### src/rtl/npu_message_service_defines.sv
// rtl/npu_message_service_defines.sv - shared service message types and tile constants
package npu_message_service_defines;

  localparam int TILE_COUNT        = 4;
  localparam int TILE_INDEX_W      = $clog2(TILE_COUNT);
  localparam int SERVICE_PAYLOAD_W = 32;

  // The numeric type value doubles as the core-side consumer index.
  typedef enum logic [1:0] {
    SVC_MSG_SYNC     = 2'd0,
    SVC_MSG_DMA_DONE = 2'd1,
    SVC_MSG_IRQ      = 2'd2,
    SVC_MSG_RESERVED = 2'd3
  } service_message_type_t;

  typedef struct packed {
    service_message_type_t         message_type;
    logic [TILE_INDEX_W-1:0]       src_tile;
    logic [SERVICE_PAYLOAD_W-1:0]  payload;
  } service_message_t;

endpackage

### src/rtl/sync_fifo.sv
// rtl/sync_fifo.sv - single-clock FIFO with combinational head and almost-full flag
// SIZE must be a power of two so the pointers wrap naturally.
module sync_fifo #(
  parameter int WIDTH                 = 8,
  parameter int SIZE                  = 4,
  parameter int ALMOST_FULL_THRESHOLD = SIZE
) (
  input  logic             clk,
  input  logic             reset,
  input  logic             enqueue_en,
  input  logic [WIDTH-1:0] enqueue_value,
  input  logic             dequeue_en,
  output logic [WIDTH-1:0] dequeue_value,
  output logic             full,
  output logic             almost_full,
  output logic             empty
);

  localparam int PTR_W = $clog2(SIZE);
  localparam int CNT_W = $clog2(SIZE + 1);

  logic [WIDTH-1:0] storage [SIZE];
  logic [PTR_W-1:0] rd_ptr;
  logic [PTR_W-1:0] wr_ptr;
  logic [CNT_W-1:0] count;
  logic             do_enqueue;
  logic             do_dequeue;

  assign empty       = (count == '0);
  assign full        = (count == CNT_W'(SIZE));
  assign almost_full = (count >= CNT_W'(ALMOST_FULL_THRESHOLD));

  // A pop frees a slot in the same cycle, so a push at full is accepted alongside it.
  assign do_dequeue    = dequeue_en && !empty;
  assign do_enqueue    = enqueue_en && (!full || do_dequeue);
  assign dequeue_value = storage[rd_ptr];

  always_ff @(posedge clk or negedge reset) begin
    if (!reset) begin
      rd_ptr <= '0;
      wr_ptr <= '0;
      count  <= '0;
    end else begin
      if (do_enqueue) wr_ptr <= wr_ptr + PTR_W'(1);
      if (do_dequeue) rd_ptr <= rd_ptr + PTR_W'(1);
      case ({do_enqueue, do_dequeue})
        2'b10:   count <= count + CNT_W'(1);
        2'b01:   count <= count - CNT_W'(1);
        default: count <= count;
      endcase
    end
  end

  always_ff @(posedge clk) begin
    if (do_enqueue) storage[wr_ptr] <= enqueue_value;
  end

endmodule

### src/rtl/n2c_service_dispatcher.sv
// rtl/n2c_service_dispatcher.sv - routes virtual-network service messages to core-side consumers
// Optional N2C_DROP_COUNTER_EN adds the saturating drop_count output.
module n2c_service_dispatcher
  import npu_message_service_defines::*;
#(
  parameter int NUM_CONSUMERS  = 3,
  parameter int INDEX_CONSUMER = 2
) (
  input  logic                                  clk,
  input  logic                                  reset,
  output logic                                  network_available,
  input  service_message_t                      message_in,
  input  logic                                  message_in_valid,
  output service_message_t [NUM_CONSUMERS-1:0]  n2c_message_out,
  output logic [NUM_CONSUMERS-1:0]              n2c_message_out_valid,
  input  logic [NUM_CONSUMERS-1:0]              n2c_consumer_ready
`ifdef N2C_DROP_COUNTER_EN
  ,
  output logic [15:0]                           drop_count
`endif
);

  localparam logic [0:0] STATE_EMPTY = 1'b0;
  localparam logic [0:0] STATE_HOLD  = 1'b1;

  logic [0:0]                state;
  logic [0:0]                state_nxt;
  service_message_t          head;
  service_message_t          out_msg;
  logic [INDEX_CONSUMER-1:0] head_target;
  logic [INDEX_CONSUMER-1:0] out_target;
  logic                      fifo_full;
  logic                      fifo_almost_full;
  logic                      fifo_empty;
  logic                      enqueue;
  logic                      dequeue;
  logic                      head_routable;
  logic                      load;
  logic                      discard;
  logic                      transfer;

  // Arrivals at full are discarded here rather than relying on the FIFO's pop bypass.
  assign enqueue = message_in_valid && !fifo_full;

  sync_fifo #(
    .WIDTH                ($bits(service_message_t)),
    .SIZE                 (4),
    .ALMOST_FULL_THRESHOLD(2)
  ) input_queue (
    .clk          (clk),
    .reset        (reset),
    .enqueue_en   (enqueue),
    .enqueue_value(message_in),
    .dequeue_en   (dequeue),
    .dequeue_value(head),
    .full         (fifo_full),
    .almost_full  (fifo_almost_full),
    .empty        (fifo_empty)
  );

  assign network_available = !fifo_almost_full;

  assign head_routable = (32'(head.message_type) < 32'(NUM_CONSUMERS));
  assign head_target   = INDEX_CONSUMER'(head.message_type);

  // Only the target's valid bit can be high, so ready on any other consumer is masked out.
  assign transfer = |(n2c_message_out_valid & n2c_consumer_ready);
  assign load     = !fifo_empty && head_routable && ((state == STATE_EMPTY) || transfer);
  assign discard  = !fifo_empty && !head_routable && (state == STATE_EMPTY);
  assign dequeue  = load || discard;

  always_comb begin
    state_nxt = state;
    case (state)
      STATE_EMPTY: if (load) state_nxt = STATE_HOLD;
      STATE_HOLD:  if (transfer && !load) state_nxt = STATE_EMPTY;
      default:     state_nxt = STATE_EMPTY;
    endcase
  end

  always_ff @(posedge clk or negedge reset) begin
    if (!reset) begin
      state      <= STATE_EMPTY;
      out_msg    <= '0;
      out_target <= '0;
    end else begin
      state <= state_nxt;
      if (load) begin
        out_msg    <= head;
        out_target <= head_target;
      end
    end
  end

  always_comb begin
    for (int i = 0; i < NUM_CONSUMERS; i++) begin
      n2c_message_out[i]       = out_msg;
      n2c_message_out_valid[i] = (state == STATE_HOLD) && (out_target == INDEX_CONSUMER'(i));
    end
  end

`ifdef N2C_DROP_COUNTER_EN
  logic [1:0]  drop_incr;
  logic [16:0] drop_sum;

  // A full-queue drop and an unroutable discard can coincide, adding two at once.
  assign drop_incr = {1'b0, message_in_valid && fifo_full} + {1'b0, discard};
  assign drop_sum  = {1'b0, drop_count} + {15'b0, drop_incr};

  always_ff @(posedge clk or negedge reset) begin
    if (!reset) begin
      drop_count <= '0;
    end else begin
      drop_count <= drop_sum[16] ? 16'hFFFF : drop_sum[15:0];
    end
  end
`endif

endmodule
### config.mk
export PLATFORM = sky130hd
export DESIGN_NAME = n2c_service_dispatcher
export DESIGN_NICKNAME = d
export VERILOG_FILES = /design/src/rtl/npu_message_service_defines.sv /design/src/rtl/sync_fifo.sv /design/src/rtl/n2c_service_dispatcher.sv
export SDC_FILE = /design/constraint.sdc
export NUM_CORES = 1
export LEC_CHECK = 0
export CORE_AREA = 5 5 182 184
export CTS_CLUSTER_DIAMETER = 30
export DETAILED_ROUTE_END_ITERATION = 12
export DIE_AREA = 0 0 187 189
export GPL_ROUTABILITY_DRIVEN = 0
export HOLD_SLACK_MARGIN = 0.08
export PLACE_DENSITY = 0.53
export SLEW_MARGIN = 20
export SYNTH_ARGS = -nofsm -noshare
export SYNTH_HDL_FRONTEND = slang
export SYNTH_SLANG_ARGS = --single-unit
### constraint.sdc
create_clock -name clk -period 2.94 [get_ports clk]
set_clock_uncertainty 0.05 [all_clocks]
set_input_delay 0.441 -clock clk [delete_from_list [all_inputs] [get_ports clk]]
set_output_delay 0.441 -clock clk [all_outputs]
set_load 0.02 [all_outputs]
==> summary.txt <==
Routing
  • Top Layer Used: met5
  • DR vias/cell: 3.99
  • ANT nets after route: 0
  • WL met1: 6.61 mm
  • Total Wirelength: 15.6 mm
  • First-pass iteration count of the detailed router: 4
  • Post-route DRC: 0
  • Wire length on met2: 7.96 mm
  • Met3 wire len: approximately 880 um
  • Vias: 3,623
  • WL/cell: ~17 um
  • First DRT Iteration DRCs: 111

GRT
  • Gr ovfl total: 0
  • GR Util All Layers: under 10%
  • Largest net degree at the start of global routing: 45
  • Global-route wire length before repair: ~24 mm
  • Number of global-route vias before repair: 4,000
  • Initial antenna violation count: 2

Timing
  • FMAX: 407 MHz
  • RSZ-0062 raised after global routing: false
  • Final Hold Viols: 0
  • Fin crit period: 2.46 ns
  • Worst Max-Slew Pin Slew: 0.665 ns
  • Fin crit share: 83.7%
  • Slew HR: 55.6%
  • Slew Viols, Final: 0
  • Final worst setup slack: 0.480 ns
  • Final setup fails: 0
  • Fin Setup TNS: 0 ns

Setup path
  • Crit start category: flip-flop
  • Critical Path Most Common Cell: xor2_1
  • Crit path DAT: between 2 and 3 ns
  • Element type at the critical path end: flip-flop
  • Slowest stage delay, CP: 0.56 ns
  • WP data required: 3.23 ns
  • Crit-path cells: mux4_2 > nand3_1 > o211a_1 > ha_1 > inv_1 > fa_1 > xor2_1 > nor2_1 > xor2_1
  • Critical Setup Path Class: reg2reg
  • Crit-path max FO: 4
  • Slowest CP cell: mux4_2

Final layout
  • Filler cell count: approximately 3,000
  • Area delta synth->final: 27.5%
  • Final core utilization: between 30% and 40%
  • Post-layout nets: 541
  • Share of cells above drive strength 1: 24.3%
  • ANT cells: 0
  • Final non-filler cell total: 908

Synth
  • Number of synthesized register bits: between 150 and 200
  • Yosys warns: 0
  • Post-synthesis cell area: 7710 sq um
  • Syn Area/Cell: between 15 and 20 sq um
  • Sequential area share after synthesis: 70.3%
  • Syn nets: 437
  • Mapped Cells: around 400
  • Yosys cell types: 29

Die
  • Core area: 31,200 sq um
  • Rows: 65
  • I/O pin count: 154
  • Initial Util: between 20% and 30%
  • Die area: 35,300 sq um
  • Die H: 189 um
  • Horiz. Die Dim: 187 um

Place
  • Place WS: 0.355 ns
  • Placed Cells: 875
  • Port bufs: 153
  • DP Wirelength: around 10 mm

Clock network
  • Hold buffer count at cts: 1
  • CTS Buffer Depth: 2
  • Post-cts sizing count: 0
  • Setup repair bufs after CTS: 0
  • Clk sink count: 188
  • Root Driver: clkbuf_16
  • TritonCTS Buffers: 17
  • Clock latency at the later pin of the worst-skew pair: 0.41 ns
  • H-tree depth: 4
  • CTS tree: built
  • Clock-pin slew on the worst setup and hold paths: 0.07 ns

Job
  • Max Cap Viol: 0

Power
  • IR drop worst, VDD: 0.000500 V
  • Leakage dissipation: 3.48 nW
  • Pwr Density: about 1200 nW/um^2

Outcome
  • Status: finished clean

Hold path
  • Min-delay worst type: reg2reg
[synth_stat cells]
library cell / n / share of area (%)
nand3_1: 1 / 0.065
buf_6: 4 / 0.58
mux2i_1: 2 / 0.26
xnor2_1: 2 / 0.23
o21ai_0: 2 / 0.13
ha_1: 5 / 0.81
nand2_2: 1 / 0.081
buf_4: 72 / 7.0
nand3_4: 1 / 0.23
a31oi_1: 1 / 0.081
fa_1: 1 / 0.26
mux4_2: 36 / 11
buf_2: 3 / 0.19
o211ai_1: 1 / 0.097
xor2_1: 4 / 0.45
nand3b_1: 1 / 0.097
mux2_2: 6 / 0.88
dfrtp_1: 44 / 14
or3_1: 1 / 0.081
nor3b_1: 2 / 0.19
inv_1: 8 / 0.39
nor2_1: 2 / 0.097
nand2_1: 1 / 0.049
clkbuf_1: 4 / 0.19
mux2_4: 30 / 5.8
and2_1: 6 / 0.49
edfxtp_1: 144 / 56
o211a_1: 2 / 0.26
nor3_1: 2 / 0.13
[layout make-up]
cell class              count  area, sq um  area share [%]
repair buffers            168         1670            17.0
multi-input cells         110         1650            16.8
inverters                   8         30.0           0.305
flip-flops and latches    188         5430            55.2
well taps                 402          503            5.11
clock buffers              21          440            4.48
clock inverters            11          114            1.16
[power by group]
part	internal, mW	total [mW]	switching, mW
clock network	1.19	2.17	0.983
logic	2.90	5.53	2.63
registers	3.65	4.08	0.433
[kinds of logic (layout without fill, tap and decap cells)]
family	count (synthesis)	in the layout	share of synthesized area, %
XOR/XNOR	6	6	0.681
multiplexers	74	74	17.5
adder cells (fa/ha/maj)	6	6	1.07
AND/OR/NAND/NOR	18	18	1.51
AO/OA/AOI/OAI	6	6	0.568
buffers and inverters	91	208	8.37
flip-flops	188	188	70.3
[critical path: cells and delay by family, from the launching register on]
| family | cells | cell delay, ns |
|---|---|---|
| buffers and inverters | 1 | 0.06 |
| adders and majority gates | 2 | 0.55 |
| muxes | 1 | 0.56 |
| AOI/OAI and AO/OA | 1 | 0.19 |
| xor gates and xnor gates | 2 | 0.30 |
| and+or+nand+nor | 2 | 0.23 |
| DFF | 1 | 0.44 |
[layer usage]
metal  vias up  GRT usage (%)
met1      1878           10.8
li1       1618              -
met4         4           2.30
met5         -              0
met3        15           3.34
met2       108           15.2
[flip-flops by register name (all words and copies together), names as in the netlist]
signal and flops:
input_queue.count 3, out_target 2, state 1, input_queue.rd_ptr 2
n2c_message_out 34, input_queue.storage 144, input_queue.wr_ptr 2
[metrics by stage]
| stage | hold WS, ns | power [mW] | cell area [sq um] |
|---|---|---|---|
| after detailed placement | 0.479 | 9.79 | 9270 |
| after global placement | 0.455 | 9.71 | 9270 |
| after global routing | 0.513 | 12.4 | 9840 |
| final | 0.483 | 11.8 | 9840 |
| after CTS | 0.490 | 12.0 | 9840 |
| after floorplan | 0.0954 | 8.11 | 7710 |
[worst paths after layout]
path / to / startpoint / slack, ns / cells after the start
max: input_queue.count[2] / input_queue.rd_ptr[0] / 0.48 / 9
min: input_queue.count[0] / input_queue.count[0] / 0.48 / 1
min reg2reg: input_queue.count[0] / input_queue.count[0] / 0.48 / 1
max in group asynchronous: input_queue.rd_ptr[0] / reset / 1.77 / 2
max reg2reg: input_queue.count[2] / input_queue.rd_ptr[0] / 0.48 / 9
min in group asynchronous: n2c_message_out[31] / reset / 0.57 / 2
[layout by cell type (no fill, tap or decap), drive strengths merged]
master,n
a31oi,1
and2,6
buf,15
bufinv,1
clkbuf,21
clkdlybuf4s50,152
clkinv,3
clkinvlp,2
dfrtp,44
dlygate4sd3,1
edfxtp,144
fa,1
ha,5
inv,13
mux2,36
mux2i,2
mux4,36
nand2,2
nand3,2
nand3b,1
nor2,2
nor3,2
nor3b,2
o211a,2
o211ai,1
o21ai,2
or3,1
xnor2,2
xor2,4
Power figures use the tool's default switching activity.
